File: config.mk
export PLATFORM = sky130hd
export DESIGN_NAME = uc_ctrl_flat
export DESIGN_NICKNAME = d
export VERILOG_FILES = /design/src/rtl/uc_pkg.sv /design/src/rtl/uc_if.sv /design/src/rtl/uc_decode.sv /design/src/rtl/uc_ctrl.sv /design/src/flat_wrapper.sv
export SDC_FILE = /design/constraint.sdc
export NUM_CORES = 1
export LEC_CHECK = 0
export ABC_CLOCK_PERIOD_IN_PS = 1400
export CORE_AREA = 2 2 59 61
export CTS_CLUSTER_SIZE = 12
export DETAILED_ROUTE_END_ITERATION = 16
export DIE_AREA = 0 0 61 63
export PLACE_DENSITY = 0.84
export SLEW_MARGIN = 20
export SYNTH_ARGS = -nofsm -noshare
export SYNTH_HDL_FRONTEND = slang
export SYNTH_SLANG_ARGS = --single-unit
File: constraint.sdc
create_clock -name clk -period 1.4 [get_ports clk]
set_input_delay 0.28 -clock clk [delete_from_list [all_inputs] [get_ports clk]]
set_output_delay 0.28 -clock clk [all_outputs]
set_load 0.02 [all_outputs]
File: src/rtl/uc_pkg.sv
// Shared constants and types for the 8-bit CPU control unit.
package uc_pkg;

    localparam logic [5:0] OP_JMP  = 6'b110000;
    localparam logic [5:0] OP_JZ   = 6'b110001;
    localparam logic [5:0] OP_JNZ  = 6'b110010;
    localparam logic [5:0] OP_CALL = 6'b110011;
    localparam logic [5:0] OP_RET  = 6'b110100;
    localparam logic [5:0] OP_HALT = 6'b111111;

    localparam logic [3:0] GRP_LI  = 4'b1000;
    localparam logic [3:0] GRP_IN  = 4'b1001;
    localparam logic [3:0] GRP_OUT = 4'b1010;

    localparam logic [1:0] SINM_ALU = 2'b00;
    localparam logic [1:0] SINM_IMM = 2'b01;
    localparam logic [1:0] SINM_IO  = 2'b10;

    typedef enum logic [1:0] {
        RUN  = 2'd0,
        SKIP = 2'd1,
        HALT = 2'd2
    } state_t;

    typedef struct packed {
        logic       s_inc;
        logic       s_pila;
        logic       push;
        logic       pop;
        logic       we3;
        logic       wez;
        logic       we4;
        logic [1:0] s_inm;
        logic [2:0] op_alu;
    } ctrl_t;

    localparam ctrl_t CTRL_NOP = '{
        s_inc: 1'b1, s_pila: 1'b0, push: 1'b0, pop: 1'b0,
        we3: 1'b0, wez: 1'b0, we4: 1'b0,
        s_inm: SINM_ALU, op_alu: 3'b000
    };

    // PC keeps re-selecting the HALT instruction's own address
    localparam ctrl_t CTRL_HOLD = '{
        s_inc: 1'b0, s_pila: 1'b0, push: 1'b0, pop: 1'b0,
        we3: 1'b0, wez: 1'b0, we4: 1'b0,
        s_inm: SINM_ALU, op_alu: 3'b000
    };

endpackage

File: src/rtl/uc_if.sv
// Control bundle between the control unit (master) and datapath (slave).
interface uc_if #(
    parameter int CNT_W = 16
);
    import uc_pkg::*;

    logic [5:0]       opcode;
    logic             z;
    logic             s_inc;
    logic             s_pila;
    logic             push;
    logic             pop;
    logic             we3;
    logic             wez;
    logic             we4;
    logic [1:0]       s_inm;
    logic [2:0]       op_alu;
    logic             halted;
    logic             stack_err;
    logic [CNT_W-1:0] retired;

    modport master (
        input  opcode, z,
        output s_inc, s_pila, push, pop,
        output we3, wez, we4, s_inm, op_alu,
        output halted, stack_err, retired
    );

    modport slave (
        output opcode, z,
        input  s_inc, s_pila, push, pop,
        input  we3, wez, we4, s_inm, op_alu,
        input  halted, stack_err, retired
    );

endinterface

File: src/rtl/uc_decode.sv
// Pure combinational opcode/zero-flag decode into a control vector.
module uc_decode
    import uc_pkg::*;
(
    input  logic [5:0] opcode,
    input  logic       z,
    output ctrl_t      ctrl,
    output logic       is_call,
    output logic       is_ret,
    output logic       is_halt
);

    always_comb begin
        ctrl    = CTRL_NOP;
        is_call = 1'b0;
        is_ret  = 1'b0;
        is_halt = 1'b0;
        unique case (1'b1)
            !opcode[5]: begin
                ctrl.op_alu = opcode[4:2];
                ctrl.we3    = 1'b1;
                ctrl.wez    = 1'b1;
            end
            opcode[5:2] == GRP_LI: begin
                ctrl.we3   = 1'b1;
                ctrl.s_inm = SINM_IMM;
            end
            opcode[5:2] == GRP_IN: begin
                ctrl.we3   = 1'b1;
                ctrl.s_inm = SINM_IO;
            end
            opcode[5:2] == GRP_OUT: ctrl.we4 = 1'b1;
            opcode == OP_JMP: ctrl.s_inc = 1'b0;
            opcode == OP_JZ:  ctrl.s_inc = ~z;
            opcode == OP_JNZ: ctrl.s_inc = z;
            opcode == OP_CALL: begin
                ctrl.push  = 1'b1;
                ctrl.s_inc = 1'b0;
                is_call    = 1'b1;
            end
            opcode == OP_RET: begin
                ctrl.pop    = 1'b1;
                ctrl.s_pila = 1'b1;
                is_ret      = 1'b1;
            end
            opcode == OP_HALT: is_halt = 1'b1;
            default: ;
        endcase
    end

endmodule

File: src/rtl/uc_ctrl.sv
// Control unit: decode plus RUN/SKIP/HALT sequencer, call-depth guard
// and retired-instruction counter.
module uc_ctrl
    import uc_pkg::*;
#(
    parameter int STACK_DEPTH = 8,
    parameter int CNT_W       = 16
) (
    input  logic clk,
    input  logic reset,
    uc_if.master bus
);

    localparam int DW = $clog2(STACK_DEPTH + 1);
    localparam logic [DW-1:0] DMAX = DW'(STACK_DEPTH);

    state_t           state;
    logic [DW-1:0]    depth;
    logic [CNT_W-1:0] retired;
    logic             stack_err;
    logic             halted;

    ctrl_t dec;
    ctrl_t ctrl;
    logic  is_call;
    logic  is_ret;
    logic  is_halt;
    logic  ovf;
    logic  unf;

    uc_decode u_decode (
        .opcode  (bus.opcode),
        .z       (bus.z),
        .ctrl    (dec),
        .is_call (is_call),
        .is_ret  (is_ret),
        .is_halt (is_halt)
    );

    assign ovf = is_call && (depth == DMAX);
    assign unf = is_ret && (depth == '0);

    // Reset is also applied here so writes drop the instant it asserts
    always_comb begin
        ctrl = CTRL_NOP;
        if (reset) begin
            case (state)
                RUN: begin
                    ctrl = dec;
                    if (ovf) ctrl.push = 1'b0;
                    if (unf) begin
                        ctrl.pop    = 1'b0;
                        ctrl.s_pila = 1'b0;
                    end
                end
                SKIP:    ctrl = CTRL_NOP;
                HALT:    ctrl = CTRL_HOLD;
                default: ctrl = CTRL_NOP;
            endcase
        end
    end

    always_ff @(posedge clk or negedge reset) begin
        if (!reset) begin
            state     <= RUN;
            depth     <= '0;
            retired   <= '0;
            stack_err <= 1'b0;
            halted    <= 1'b0;
        end else begin
            case (state)
                RUN: begin
                    retired <= retired + 1'b1;
                    if (is_halt) begin
                        state  <= HALT;
                        halted <= 1'b1;
                    end else if (ovf || unf) begin
                        state     <= HALT;
                        halted    <= 1'b1;
                        stack_err <= 1'b1;
                    end else if (is_call) begin
                        depth <= depth + 1'b1;
                    end else if (is_ret) begin
                        depth <= depth - 1'b1;
                        state <= SKIP;
                    end
                end
                SKIP: state <= RUN;
                HALT: state <= HALT;
                default: state <= RUN;
            endcase
        end
    end

    assign bus.s_inc     = ctrl.s_inc;
    assign bus.s_pila    = ctrl.s_pila;
    assign bus.push      = ctrl.push;
    assign bus.pop       = ctrl.pop;
    assign bus.we3       = ctrl.we3;
    assign bus.wez       = ctrl.wez;
    assign bus.we4       = ctrl.we4;
    assign bus.s_inm     = ctrl.s_inm;
    assign bus.op_alu    = ctrl.op_alu;
    assign bus.halted    = halted;
    assign bus.stack_err = stack_err;
    assign bus.retired   = retired;

endmodule

File: src/flat_wrapper.sv
// flat-port wrapper written by rule: the top's interface ports become plain ports
module uc_ctrl_flat import uc_pkg::*;
#(
    parameter int STACK_DEPTH = 8,
    parameter int CNT_W       = 16
)
  (clk, reset, bus_opcode, bus_z, bus_s_inc, bus_s_pila, bus_push, bus_pop, bus_we3, bus_wez, bus_we4, bus_s_inm, bus_op_alu, bus_halted, bus_stack_err, bus_retired);
  uc_if #(.CNT_W(CNT_W)) bus_i ();
  input  logic clk;
  input  logic reset;
  input wire logic [$bits(bus_i.opcode)-1:0] bus_opcode;
  input wire logic [$bits(bus_i.z)-1:0] bus_z;
  output wire logic [$bits(bus_i.s_inc)-1:0] bus_s_inc;
  output wire logic [$bits(bus_i.s_pila)-1:0] bus_s_pila;
  output wire logic [$bits(bus_i.push)-1:0] bus_push;
  output wire logic [$bits(bus_i.pop)-1:0] bus_pop;
  output wire logic [$bits(bus_i.we3)-1:0] bus_we3;
  output wire logic [$bits(bus_i.wez)-1:0] bus_wez;
  output wire logic [$bits(bus_i.we4)-1:0] bus_we4;
  output wire logic [$bits(bus_i.s_inm)-1:0] bus_s_inm;
  output wire logic [$bits(bus_i.op_alu)-1:0] bus_op_alu;
  output wire logic [$bits(bus_i.halted)-1:0] bus_halted;
  output wire logic [$bits(bus_i.stack_err)-1:0] bus_stack_err;
  output wire logic [$bits(bus_i.retired)-1:0] bus_retired;
  assign bus_i.opcode = bus_opcode;
  assign bus_i.z = bus_z;
  assign bus_s_inc = bus_i.s_inc;
  assign bus_s_pila = bus_i.s_pila;
  assign bus_push = bus_i.push;
  assign bus_pop = bus_i.pop;
  assign bus_we3 = bus_i.we3;
  assign bus_wez = bus_i.wez;
  assign bus_we4 = bus_i.we4;
  assign bus_s_inm = bus_i.s_inm;
  assign bus_op_alu = bus_i.op_alu;
  assign bus_halted = bus_i.halted;
  assign bus_stack_err = bus_i.stack_err;
  assign bus_retired = bus_i.retired;
  uc_ctrl #(.STACK_DEPTH(STACK_DEPTH), .CNT_W(CNT_W)) u_core (.clk(clk), .reset(reset), .bus(bus_i));
endmodule
== After elaboration in Yosys (flattened, before gate mapping) ==
Index checks and enable logic that the tools add are counted.

* Word-level logic and storage cells: 60
* Input bits: 9
* Bits in registers: 24
* Output and inout port bits: 30

* Bitwise operators: 3
* Multiplexer cells: 22
* Add/sub/neg operators: 3
* Equality and inequality tests: 13
* Reductions and logical operators: 14

{| class="wikitable"
|+ Operators with widths
! operator !! number
|-
| equality test 6 bit (second input constant) || 6
|-
| case mux 12 bit (2 select lines) || 1
|-
| adder 16 x 1 -> 16 bit (second input constant) || 1
|-
| equality test 4 bit (second input constant) || 4
|-
| two-way mux 12 bit || 1
|-
| two-way mux 1 bit || 10
|-
| two-way mux 2 bit || 4
|-
| two-way mux 4 bit || 2
|-
| case mux 2 bit (2 select lines) || 2
|-
| adder 4 x 1 -> 4 bit (second input constant) || 1
|-
| zero test 4 bit || 1
|-
| inequality test 4 x 1 -> 1 bit (second input constant) || 1
|-
| inequality test 4 bit (second input constant) || 1
|-
| AND reduction 2 bit || 2
|-
| AND reduction 4 bit || 1
|-
| nonzero test 2 bit || 2
|-
| subtractor 4 x 1 -> 4 bit (second input constant) || 1
|-
| two-way mux 3 bit || 1
|-
| inverter 1 bit || 3
|-
| case mux 1 bit (3 select lines) || 1
|-
| AND reduction 3 bit || 1
|-
| OR reduction 3 bit || 1
|-
| equality test 2 bit (second input constant) || 1
|-
| logical AND 1 bit || 2
|-
| 4 further kinds || 4
|}

== Depth between registers and ports, before layout ==
* Word-level depth: 7
* Depth in mapped cells: 9

== Hierarchy ==
A second synthesis with hierarchy kept.

* Cells, all modules: 134
* Area, all modules: 1391.3 um2

{| class="wikitable"
|+ Modules (own cells, without submodules)
! module !! area each (um2) !! instances !! cells an instance !! sequential area each (um2)
|-
| uc_ctrl || 1232.4 || 1 || 111 || 600.6
|-
| uc_decode || 158.9 || 1 || 23 || 0.0
|}

== Least setup slack after synthesis ==
No wires, ideal clock.

* Kind: register to output
* From: register u_core.state[1]
* To: output port bus_s_pila
* Slack: -816 ps
* Arrival time: 1936 ps
* Buffers on the path: 2
* Stages on the path, launching flop included: 6
* Required time: 1120 ps
* Path through: dfrtp_1 nor2_1 buf_4 nand2_1 nor4b_1 buf_4

* Longest elaborated chain between the ends: 3

{| class="wikitable"
|+ RTL lines
! item !! line !! source
|-
| start, declared || uc_ctrl.sv:17 || <nowiki>state_t state;</nowiki>
|-
| start signal, assigned || uc_ctrl.sv:65 || <nowiki>state <= RUN;</nowiki>
|-
| start signal, assigned || uc_ctrl.sv:75 || <nowiki>state <= HALT;</nowiki>
|-
| start signal, assigned || uc_ctrl.sv:78 || <nowiki>state <= HALT;</nowiki>
|-
| equality test 2 bit or zero test 2 bit (tied branches) || uc_ctrl.sv:47 || <nowiki>case (state)</nowiki>
|-
| case mux 12 bit (2 select lines) * || uc_ctrl.sv:47 ||
|-
| two-way mux 12 bit * || uc_ctrl.sv:46 || <nowiki>if (reset) begin</nowiki>
|-
| end, declared || flat_wrapper.sv:14 || <nowiki>output wire logic [$bits(bus_i.s_pila)-1:0] bus_s_pila;</nowiki>
|}

Mark *: on every way between the ends. The rest lies on a longest branch, timed or not.

== Worst setup path in the final report ==
* From: register u_core.state[0]
* To: output port bus_we4

* Longest elaborated chain between the ends: 3

{| class="wikitable"
|+ RTL lines
! item !! line !! source
|-
| equality test 2 bit or zero test 2 bit (tied branches) || uc_ctrl.sv:47 ||
|-
| case mux 12 bit (2 select lines) * || uc_ctrl.sv:47 ||
|-
| two-way mux 12 bit * || uc_ctrl.sv:46 ||
|-
| end, declared || flat_wrapper.sv:19 || <nowiki>output wire logic [$bits(bus_i.we4)-1:0] bus_we4;</nowiki>
|}

Marks and branches as above.

==> metrics <==
CTS Buffer Depth 2; sequential area share after synthesis 0.457; Die H roughly 63 um; Worst VDD drop ~0.25 mV; MaxCap Viol Count 0; Initial Util 0.407; Post-Route WL between 3 and 4 mm; skew final between 9 and 10 ps; final hold violation count 0; busiest grt layer met2; Pwr Density between 500 and 600 nW/um2; Die Wd 61 um; RSZ-0062 raised after global routing yes; Pleak roughly 1.1 nW; pre-CTS setup slack -1030 ps; vias per inst 5.05; Row Count 21; share of cells above drive strength 1 0.575; placed wire-length estimate 2.67 mm; initial antenna violation count 0; routing usage on met2 0.378; Post-Place Cells between 200 and 250; Synth area leader dfrtp_1; async set-reset flop share out of synthesis 1.00; Syn Nets between 100 and 150; Synth Area in Compound Gates 0.0610; clock latency on the worst-skew pair between 300 and 400 ps; design area approximately 2300 um2; EDFF count, synth 0; Fmax about 550 MHz; CTS root buf clkbuf_4; NumNets Final 228; post-synthesis register bit count 24; clk sink count 24; run status finished, violations left; PnR worst setup slack -403 ps; period utilization 1.29; Power, Total 0.00120 W; GR Util met3 0.0435; CP required 1120 ps; layout overhead on the synthesized area 75.0%; antenna-violating nets left 0; Synth area leaders dfrtp_1 46%, xnor2_1 10%, nand2_1 4.0%; path depth of the worst reg2reg path 5; Setup CP Type flip-flop to primary output; CTS H-tree lvls 1; DP Area about 2000 um2; RR Endpoint u_core.depth[1]$_DFFE_PN0P_; setup_tns -6590 ps; diodes inserted 0; number of DRC markers in iteration 0 43; first-pass GRT wire length around 6.4 mm; Synth Area in Simple Gates 0.257; Synth Area in XOR/XNOR 0.127; Synth Instances 125; HP Class input port to async pin; router iterations before antenna repair 4; count leader, synth dfrtp_1; post-synth top area share 0.457; violated checks negative setup slack; CTS tree done; Final setup violation count 29; CTS Buf Count 3; hold buffers post-CTS 0; YS warnings 0; max-slew violations 0; synthesized area around 1300 um2; Adder-Cell Fraction of Synth Area 0.0438; DR vias between 1000 and 1500; io pins 39; Die Area around 3800 um2; WL per Instance 15.1 um; reg2reg start u_core.depth[3]$_DFFE_PN0P_; number of global-route vias before repair 1420; distinct cell type count after synthesis 39; Core ar. 3230 um2; grt ovf 0; Mean Syn Cell Area ~11 um2; Primary FF master, synth dfrtp_1; mux contribution to synthesized area 0.0200; critical path fanouts, max 4; synth cell count leaders 24 x dfrtp_1, 15 x xnor2_1, 14 x nand2_1; Slew @ Worst Pin 377 ps; non-filler cells, final 260; clock-pin slew on the worst setup and hold paths roughly 130 ps; drt drc 0; relative slew slack 0.746; PortBufs 38; Overall Global Routing Usage 0.217; CP Capture Type primary output; pin count of the biggest net entering global routing 25; r2r setup slk -260 ps; startpoint types flip-flop; Worst Path Arrival about 1500 ps; GP Congestion ~0.77; largest family of logic cells by synthesized area simple AND/OR/NAND/NOR gates; final worst path period need around 1800 ps; GR met1 Demand/Resource 0.247
==> worst max path at each step <==
stage	start	end	slack [ps]	cells past startpoint
floorplan	bus_opcode[2]	bus_s_pila	-320	4
global placement	bus_opcode[1]	bus_push	-990	6
detailed placement	bus_opcode[2]	bus_pop	-1030	4
CTS	u_core.state[0]$_DFFE_PN0P_	bus_pop	-420	4
global route	u_core.state[0]$_DFFE_PN0P_	bus_s_inm[0]	-510	4
finish	u_core.state[0]$_DFFE_PN0P_	bus_we4	-400	4
==> area by class of cell <==
class	instances	area [um2]
Multi-Input combinational cell	94	872
Timing Repair Buffer	89	716
Clock buffer	4	36.3
Fill cell	239	933
Inverter	3	11.3
Tap cell	46	57.6
Sequential cell	24	606
==> flip-flops by register name, summed over array words and instances, names as in the netlist <==
register              count
u_core.bus.halted         1
u_core.bus.stack_err      1
u_core.depth              4
u_core.state              2
u_core.bus.retired       16
==> what timing repair did <==
action	CTS	global route
endpoints found under the setup margin	50	41
gates resized for setup	140	30
setup buffers	11	7
pin swaps	23	14
==> cell families after synthesis <==
family / Yosys count
buffers and inverters: 7
xor gates and xnor gates: 19
DFF: 24
and+or+nand+nor: 56
AOI/OAI and AO/OA: 13
muxes: 2
adders and majority gates: 4
==> stage by stage <==
stage / hold slack (ps) / utilization
after floorplan: -15.6 / -
after global placement: 461 / 0.634
after detailed placement: 461 / 0.634
after CTS: 247 / 0.684
after global routing: 293 / 0.711
final: 261 / 0.711
==> routing by layer <==
| metal | vias to the layer above | part of all wire |
|---|---|---|
| li1 | 610 | - |
| met1 | 644 | 0.38 |
| met2 | 50 | 0.55 |
| met3 | 10 | 0.050 |
| met4 | 0 | 0.023 |
| met5 | - | 0 |
==> cells in the final DEF (no fill, tap or decap), types with 3 or more instances in the layout <==
| master | instances |
|---|---|
| buf_6 | 15 |
| clkbuf_4 | 3 |
| and3_1 | 3 |
| xor2_1 | 4 |
| buf_4 | 46 |
| nand2_1 | 10 |
| clkdlybuf4s15_1 | 7 |
| nand3_1 | 4 |
| nor2_1 | 5 |
| xnor2_1 | 14 |
| dfrtp_1 | 20 |
| dlygate4sd2_1 | 7 |
| clkbuf_2 | 5 |
| buf_2 | 9 |
| dfrtp_2 | 4 |
| and2_4 | 3 |
==> worst max-delay path: stages (launching register included) <==
cell	delay [ps]
dfrtp_1	430
nor2_4	180
nand4b_1	200
nor3b_1	210
buf_2	190
==> power by group <==
| part | internal (W) | switching (W) |
|---|---|---|
| Clock | 0.000159 | 0.000205 |
| Combinational | 0.0000670 | 0.0000781 |
| Sequential | 0.000693 | 0 |
No activity file was read; power rests on OpenSTA's default activity.
